<file path="src/rtl/ped_cmd_feeder_pkg.sv">
// ============================================================================
// ped_cmd_feeder_pkg : opcode/state encodings and default sizing for the feeder
// Revision: 1.0
// ============================================================================
`default_nettype none

package ped_cmd_feeder_pkg;

    localparam int c_DEF_DEPTH     = 4;
    localparam int c_DEF_ISSUE_GAP = 4;

    typedef enum logic [1:0] {
        OP_SAMPLE  = 2'b00,
        OP_WEIGHT  = 2'b01,
        OP_DUAL    = 2'b10,
        OP_ILLEGAL = 2'b11
    } opcode_e;

    typedef enum logic [2:0] {
        ST_IDLE       = 3'd0,
        ST_GET_A      = 3'd1,
        ST_GET_B      = 3'd2,
        ST_GET_D1     = 3'd3,
        ST_GET_D2     = 3'd4,
        ST_WAIT_DRAIN = 3'd5
    } state_e;

endpackage

`default_nettype wire

</file>
<file path="src/rtl/ped_sample_fifo.sv">
// ============================================================================
// ped_sample_fifo : power-of-two circular FIFO with occupancy, head read is combinational
// Revision: 1.0
// ============================================================================
`default_nettype none

module ped_sample_fifo #(
    parameter int WIDTH = 16,
    parameter int DEPTH = 4
) (
    input  logic                   clk,
    input  logic                   reset,
    input  logic                   i_push,
    input  logic [WIDTH-1:0]       i_wdata,
    input  logic                   i_pop,
    output logic [WIDTH-1:0]       o_rdata,
    output logic [$clog2(DEPTH):0] o_level,
    output logic                   o_full,
    output logic                   o_empty
);

    localparam int c_PW = $clog2(DEPTH);
    localparam int c_LW = c_PW + 1;

    logic [WIDTH-1:0] r_mem [DEPTH];
    logic [c_PW-1:0]  r_wr_ptr;
    logic [c_PW-1:0]  r_rd_ptr;
    logic [c_LW-1:0]  r_level;
    logic             w_push_ok;
    logic             w_pop_ok;

    assign o_full    = (r_level == c_LW'(DEPTH));
    assign o_empty   = (r_level == '0);
    assign o_level   = r_level;
    assign o_rdata   = r_mem[r_rd_ptr];
    assign w_push_ok = i_push && !o_full;
    assign w_pop_ok  = i_pop && !o_empty;

    always_ff @(posedge clk) begin
        if (w_push_ok) begin
            r_mem[r_wr_ptr] <= i_wdata;
        end
    end

    // Pointers are exactly log2(DEPTH) wide, so they wrap on their own.
    always_ff @(posedge clk) begin
        if (!reset) begin
            r_wr_ptr <= '0;
            r_rd_ptr <= '0;
            r_level  <= '0;
        end else begin
            if (w_push_ok) begin
                r_wr_ptr <= r_wr_ptr + c_PW'(1);
            end
            if (w_pop_ok) begin
                r_rd_ptr <= r_rd_ptr + c_PW'(1);
            end
            case ({w_push_ok, w_pop_ok})
                2'b10:   r_level <= r_level + c_LW'(1);
                2'b01:   r_level <= r_level - c_LW'(1);
                default: r_level <= r_level;
            endcase
        end
    end

endmodule

`default_nettype wire

</file>
<file path="src/rtl/ped_cmd_feeder.sv">
// ============================================================================
// ped_cmd_feeder : parses a command byte stream into rate-limited step/weight pulses
// Revision: 1.0
// ============================================================================
`default_nettype none

module ped_cmd_feeder
    import ped_cmd_feeder_pkg::*;
#(
    parameter int DEPTH     = c_DEF_DEPTH,
    parameter int ISSUE_GAP = c_DEF_ISSUE_GAP
) (
    input  logic                   clk,
    input  logic                   reset,
    input  logic [7:0]             in_data,
    input  logic                   in_valid,
    output logic                   in_ready,
    input  logic                   clr_err,
    output logic                   countSteps,
    output logic                   updateWeight,
    output logic                   dualUpdateWeights,
    output logic [7:0]             A,
    output logic [7:0]             B,
    output logic [2:0]             Addr1,
    output logic [2:0]             Addr2,
    output logic [7:0]             Data1,
    output logic [7:0]             Data2,
    output logic [$clog2(DEPTH):0] fifo_level,
    output logic                   err_illegal
);

    localparam int         c_LW  = $clog2(DEPTH) + 1;
    localparam logic [3:0] c_GAP = 4'(ISSUE_GAP);

    state_e          r_state;
    state_e          w_state_nxt;
    opcode_e         w_op;
    logic            w_in_ready;
    logic            w_accept;
    logic            w_push;
    logic            w_err_set;
    logic            w_gap_ok;
    logic            w_smp_issue;
    logic            w_wt_issue;
    logic [3:0]      r_gap;

    logic            r_is_dual;
    logic [2:0]      r_pa1;
    logic [2:0]      r_pa2;
    logic [7:0]      r_pa;
    logic [7:0]      r_pd1;
    logic [7:0]      r_pd2;

    logic [15:0]     w_fifo_rdata;
    logic            w_fifo_full;
    logic            w_fifo_empty;
    logic [c_LW-1:0] w_fifo_level;

    logic            r_cs;
    logic            r_uw;
    logic            r_duw;
    logic [7:0]      r_a;
    logic [7:0]      r_b;
    logic [2:0]      r_addr1;
    logic [2:0]      r_addr2;
    logic [7:0]      r_data1;
    logic [7:0]      r_data2;
    logic            r_err;

    assign w_op     = opcode_e'(in_data[7:6]);
    assign w_gap_ok = (r_gap >= c_GAP);

    always_ff @(posedge clk) begin
        if (!reset) begin
            r_state <= ST_IDLE;
        end else begin
            r_state <= w_state_nxt;
        end
    end

    always_comb begin
        w_state_nxt = r_state;
        case (r_state)
            ST_IDLE: begin
                if (w_accept) begin
                    case (w_op)
                        OP_SAMPLE:         w_state_nxt = ST_GET_A;
                        OP_WEIGHT, OP_DUAL: w_state_nxt = ST_GET_D1;
                        default:           w_state_nxt = ST_IDLE;
                    endcase
                end
            end
            ST_GET_A:      if (w_accept) w_state_nxt = ST_GET_B;
            ST_GET_B:      if (w_accept) w_state_nxt = ST_IDLE;
            ST_GET_D1:     if (w_accept) w_state_nxt = r_is_dual ? ST_GET_D2 : ST_WAIT_DRAIN;
            ST_GET_D2:     if (w_accept) w_state_nxt = ST_WAIT_DRAIN;
            ST_WAIT_DRAIN: if (w_wt_issue) w_state_nxt = ST_IDLE;
            default:       w_state_nxt = ST_IDLE;
        endcase
    end

    // Samples keep draining while a weight command waits; the weight issues
    // only once the FIFO is empty, which preserves stream order.
    always_comb begin
        w_in_ready = 1'b0;
        case (r_state)
            ST_IDLE, ST_GET_A, ST_GET_D1, ST_GET_D2: w_in_ready = 1'b1;
            ST_GET_B:                                w_in_ready = !w_fifo_full;
            default:                                 w_in_ready = 1'b0;
        endcase
        if (!reset) begin
            w_in_ready = 1'b0;
        end
        w_accept    = in_valid && w_in_ready;
        w_push      = w_accept && (r_state == ST_GET_B);
        w_err_set   = w_accept && (r_state == ST_IDLE) && (w_op == OP_ILLEGAL);
        w_wt_issue  = reset && (r_state == ST_WAIT_DRAIN) && w_fifo_empty && w_gap_ok;
        w_smp_issue = reset && !w_fifo_empty && w_gap_ok;
    end

    always_ff @(posedge clk) begin
        if (!reset) begin
            r_is_dual <= 1'b0;
            r_pa1     <= '0;
            r_pa2     <= '0;
            r_pa      <= '0;
            r_pd1     <= '0;
            r_pd2     <= '0;
        end else if (w_accept) begin
            case (r_state)
                ST_IDLE: begin
                    r_is_dual <= (w_op == OP_DUAL);
                    r_pa1     <= in_data[2:0];
                    r_pa2     <= in_data[5:3];
                end
                ST_GET_A:  r_pa  <= in_data;
                ST_GET_D1: r_pd1 <= in_data;
                ST_GET_D2: r_pd2 <= in_data;
                default:   ;
            endcase
        end
    end

    ped_sample_fifo #(
        .WIDTH (16),
        .DEPTH (DEPTH)
    ) u_fifo (
        .clk     (clk),
        .reset   (reset),
        .i_push  (w_push),
        .i_wdata ({r_pa, in_data}),
        .i_pop   (w_smp_issue),
        .o_rdata (w_fifo_rdata),
        .o_level (w_fifo_level),
        .o_full  (w_fifo_full),
        .o_empty (w_fifo_empty)
    );

    always_ff @(posedge clk) begin
        if (!reset) begin
            r_cs    <= 1'b0;
            r_uw    <= 1'b0;
            r_duw   <= 1'b0;
            r_a     <= '0;
            r_b     <= '0;
            r_addr1 <= '0;
            r_addr2 <= '0;
            r_data1 <= '0;
            r_data2 <= '0;
            r_err   <= 1'b0;
            r_gap   <= c_GAP;
        end else begin
            r_cs  <= w_smp_issue;
            r_uw  <= w_wt_issue && !r_is_dual;
            r_duw <= w_wt_issue && r_is_dual;
            if (w_smp_issue) begin
                {r_a, r_b} <= w_fifo_rdata;
            end
            if (w_wt_issue) begin
                r_addr1 <= r_pa1;
                r_data1 <= r_pd1;
                if (r_is_dual) begin
                    r_addr2 <= r_pa2;
                    r_data2 <= r_pd2;
                end
            end
            // Counter reads 1 in the cycle after a pulse and saturates at the gap.
            if (w_smp_issue || w_wt_issue) begin
                r_gap <= 4'd1;
            end else if (!w_gap_ok) begin
                r_gap <= r_gap + 4'd1;
            end
            if (w_err_set) begin
                r_err <= 1'b1;
            end else if (clr_err) begin
                r_err <= 1'b0;
            end
        end
    end

    assign in_ready          = w_in_ready;
    assign countSteps        = r_cs;
    assign updateWeight      = r_uw;
    assign dualUpdateWeights = r_duw;
    assign A                 = r_a;
    assign B                 = r_b;
    assign Addr1             = r_addr1;
    assign Addr2             = r_addr2;
    assign Data1             = r_data1;
    assign Data2             = r_data2;
    assign fifo_level        = w_fifo_level;
    assign err_illegal       = r_err;

endmodule

`default_nettype wire

</file>
<file path="config.mk">
export PLATFORM = sky130hd
export DESIGN_NAME = ped_cmd_feeder
export DESIGN_NICKNAME = d
export VERILOG_FILES = /design/src/rtl/ped_cmd_feeder_pkg.sv /design/src/rtl/ped_sample_fifo.sv /design/src/rtl/ped_cmd_feeder.sv
export SDC_FILE = /design/constraint.sdc
export NUM_CORES = 1
export LEC_CHECK = 0
export ABC_CLOCK_PERIOD_IN_PS = 4050
export CAP_MARGIN = 0
export CORE_UTILIZATION = 55
export CTS_CLUSTER_DIAMETER = 150
export CTS_CLUSTER_SIZE = 16
export DETAILED_ROUTE_END_ITERATION = 16
export GPL_TIMING_DRIVEN = 0
export PLACE_DENSITY = 0.77
export SETUP_SLACK_MARGIN = 0.05
export SYNTH_ARGS = -nofsm -noshare
export SYNTH_HDL_FRONTEND = slang
export SYNTH_SLANG_ARGS = --single-unit
</file>
<file path="constraint.sdc">
create_clock -name clk -period 4.05 [get_ports clk]
set_clock_uncertainty 0.2 [all_clocks]
set_input_delay 0.6075 -clock clk [delete_from_list [all_inputs] [get_ports clk]]
set_output_delay 0.6075 -clock clk [all_outputs]
set_load 0.1 [all_outputs]
</file>
==> impl_metrics.env <==
export IMPL_initial_utilization=0.5747
export IMPL_firstDrtPassIters=5
export IMPL_fmax_ghz=0.2550
export IMPL_p_leak_nw=2.470
export IMPL_grt_usage=0.2748
export IMPL_root_buffer="clkbuf_8"
export IMPL_routedWlPerCell_um=19.44
export IMPL_multiInputGateArea_um2=2069
export IMPL_cp_arrival_ps=3110
export IMPL_cts_tree="done"
export IMPL_netlist_top_cells_count="87 x dfxtp_1, 64 x edfxtp_1, 49 x nand3_1"
export IMPL_setup_tns_ps=0
export IMPL_yosys_warnings=0
export IMPL_routed_wl_mm=14.49
export IMPL_drt_drc_violations_left=0
export IMPL_critPathKind="primary input to primary output"
export IMPL_synth_seq_cells=151
export IMPL_numCtsBuffers=17
export IMPL_start_kind="primary input"
export IMPL_pin_count=58
export IMPL_syn_inst=521
export IMPL_synthesis_area_um2=6013
export IMPL_grt_first_pass_wirelength_mm=23.04
export IMPL_cts_max_level=4
export IMPL_n_antenna_cell=0
export IMPL_syn_area_per_cell_um2=11.54
export IMPL_post_cts_buffers=0
export IMPL_min_path_type="flip-flop to flip-flop"
export IMPL_relSlewSlack=0.3381
export IMPL_grt_pass1_vias=4461
export IMPL_yosysUniqueCellTypes=54
export IMPL_seq_area_um2=3664
export IMPL_synth_edf_count=64
export IMPL_yosysTopAreaCell="edfxtp_1"
export IMPL_clkSlewWorstSetupHoldPaths_ps=60
export IMPL_cts_hold_buf=0
export IMPL_grt_max_degree=17
export IMPL_endpoint_kind="primary output"
export IMPL_power_density_nw_per_um2=474.7
export IMPL_nFillCells=759
export IMPL_clock_latency_ps=520
export IMPL_rsz0062_at_grt="false"
export IMPL_maxCapViolations=0
export IMPL_core_area_um2=10460
export IMPL_ctsResizeCount=0
export IMPL_rows=37
export IMPL_grt_ovfl_total=0
export IMPL_synthMostInstantiatedCell="dfxtp_1"
export IMPL_vdd_drop_max_mv=0.3469
export IMPL_tightestPinTransition_ps=989.7
export IMPL_placed_area_um2=6744
export IMPL_final_instance_count_excl_fill=745
export IMPL_finalInstanceArea_um2=7281
export IMPL_synth_top_area_frac=0.3196
export IMPL_synthTopCellsByArea="edfxtp_1 32%, dfxtp_1 29%, mux4_2 6.0%"
export IMPL_die_y_um=106.6
export IMPL_viasPerCell=6.043
export IMPL_place_congestion=0.8571
export IMPL_nets=618
export IMPL_die_area_um2=11360
export IMPL_synth_main_ff_cell="dfxtp_1"
export IMPL_area_growth_pct=21.08
export IMPL_vias=4502
export IMPL_path_max_fanout=10
export IMPL_postSynthNetCount=543
export IMPL_worstPathRequired_ps=3240
export IMPL_io_buffers=56
export IMPL_drive_above_1_share=0.1199
export IMPL_place_inst=713
export IMPL_drtAntennaViolNets=0
export IMPL_async_flop_share=0
export IMPL_drtIter0Drc=360
export IMPL_period_share=0.9682
export IMPL_maxSlewViolCount=0
export IMPL_die_w_um=106.6
export IMPL_hold_violations=0
export IMPL_cts_sinks=151
export IMPL_seq_area_frac_synth=0.6092
export IMPL_clk_path_buf_depth=2
export IMPL_place_hpwl_mm=9.625
export IMPL_min_period_ps=3921
export IMPL_antenna_found_initial=0
export IMPL_status="complete, no violations"
export IMPL_setup_viol=0
routing by layer:
metal	up-vias	share of wire	GRT usage	routed length, µm
met1	2194	0.40	0.3402	5859
met4	0	0.024	0.1115	349
met3	29	0.071	0.06499	1028
li1	2079	-	-	-
met5	-	0	0	0
met2	200	0.50	0.4631	7247
critical path, stage by stage:
cell and delay [ps]:
buf_2 200, buf_2 340, clkinv_1 310, clkbuf_1 330, nor2_1 170, clkdlybuf4s50_1 1140
cells in the final DEF (no fill, tap or decap), drive strengths merged, types with 9 or more instances in the layout:
cell / netlist / routed
a21oi: 40 / 40
buf: 27 / 27
clkbuf: 20 / 43
clkdlybuf4s50: 0 / 56
dfxtp: 87 / 87
edfxtp: 64 / 64
ha: 9 / 9
inv: 11 / 12
mux4: 16 / 16
nand2: 40 / 40
nand3: 49 / 49
nand4: 23 / 23
o21ai: 72 / 72
state kept, by name, summed over array words and instances (netlist names):
name	count
r_gap	4
err_illegal	1
dualUpdateWeights	1
r_pd1	8
r_pd2	8
Data2	8
Addr2	3
r_state	3
u_fifo.r_rd_ptr	2
r_is_dual	1
Data1	8
r_pa2	3
r_pa1	3
u_fifo.o_level	3
countSteps	1
Addr1	3
u_fifo.r_wr_ptr	2
B	8
u_fifo.r_mem	64
A	8
updateWeight	1
r_pa	8
stage by stage:
| stage | total power, mW | setup slack [ps] | hold WS (ps) | util |
|---|---|---|---|---|
| after floorplan | 1.928 | 511.1 | 213.0 | - |
| after global placement | 2.030 | 313.4 | 234.5 | 0.6446 |
| after detailed placement | 2.039 | 256.0 | 242.5 | 0.6446 |
| after CTS | 3.458 | 175.3 | 250.0 | 0.6959 |
| after global routing | 3.557 | 60.26 | 266.5 | 0.6959 |
| final | 3.456 | 128.6 | 245.8 | 0.6959 |
path summary, 6_finish.rpt:
check	slack, ps	startpoint	cells past startpoint	to
min reg2reg	250	B[6]	2	B[6]
max reg2reg	850	u_fifo.o_level[2]	9	u_fifo.o_level[2]
min	250	B[6]	2	B[6]
max	130	reset	6	in_ready
report_power, final:
group	leakage, nW	internal [mW]	switching [mW]
Clock	0.269	0.848	0.594
Combinational	0.890	0.106	0.278
Sequential	1.31	1.61	0.0174
Total	2.47	2.57	0.890
logic make-up after synthesis:
kind of cell | count (synthesis) | share of synthesized area
fa+ha+maj | 10 | 0.02206
mux | 18 | 0.06326
flops | 151 | 0.6092
simple gates | 155 | 0.1429
buf+inv | 59 | 0.04661
xor+xnor | 3 | 0.004370
compound gates | 125 | 0.1115
area by class of cell:
type,count,share of cell area
flip-flops and latches,151,0.5032
plain buffers,47,0.03231
clock buffers,23,0.06290
repair buffers,56,0.07699
well taps,136,0.02337
clock inverters,9,0.01083
multi-input cells,311,0.2842
inverters,12,0.006187
No activity file was read; power rests on OpenSTA's default activity.
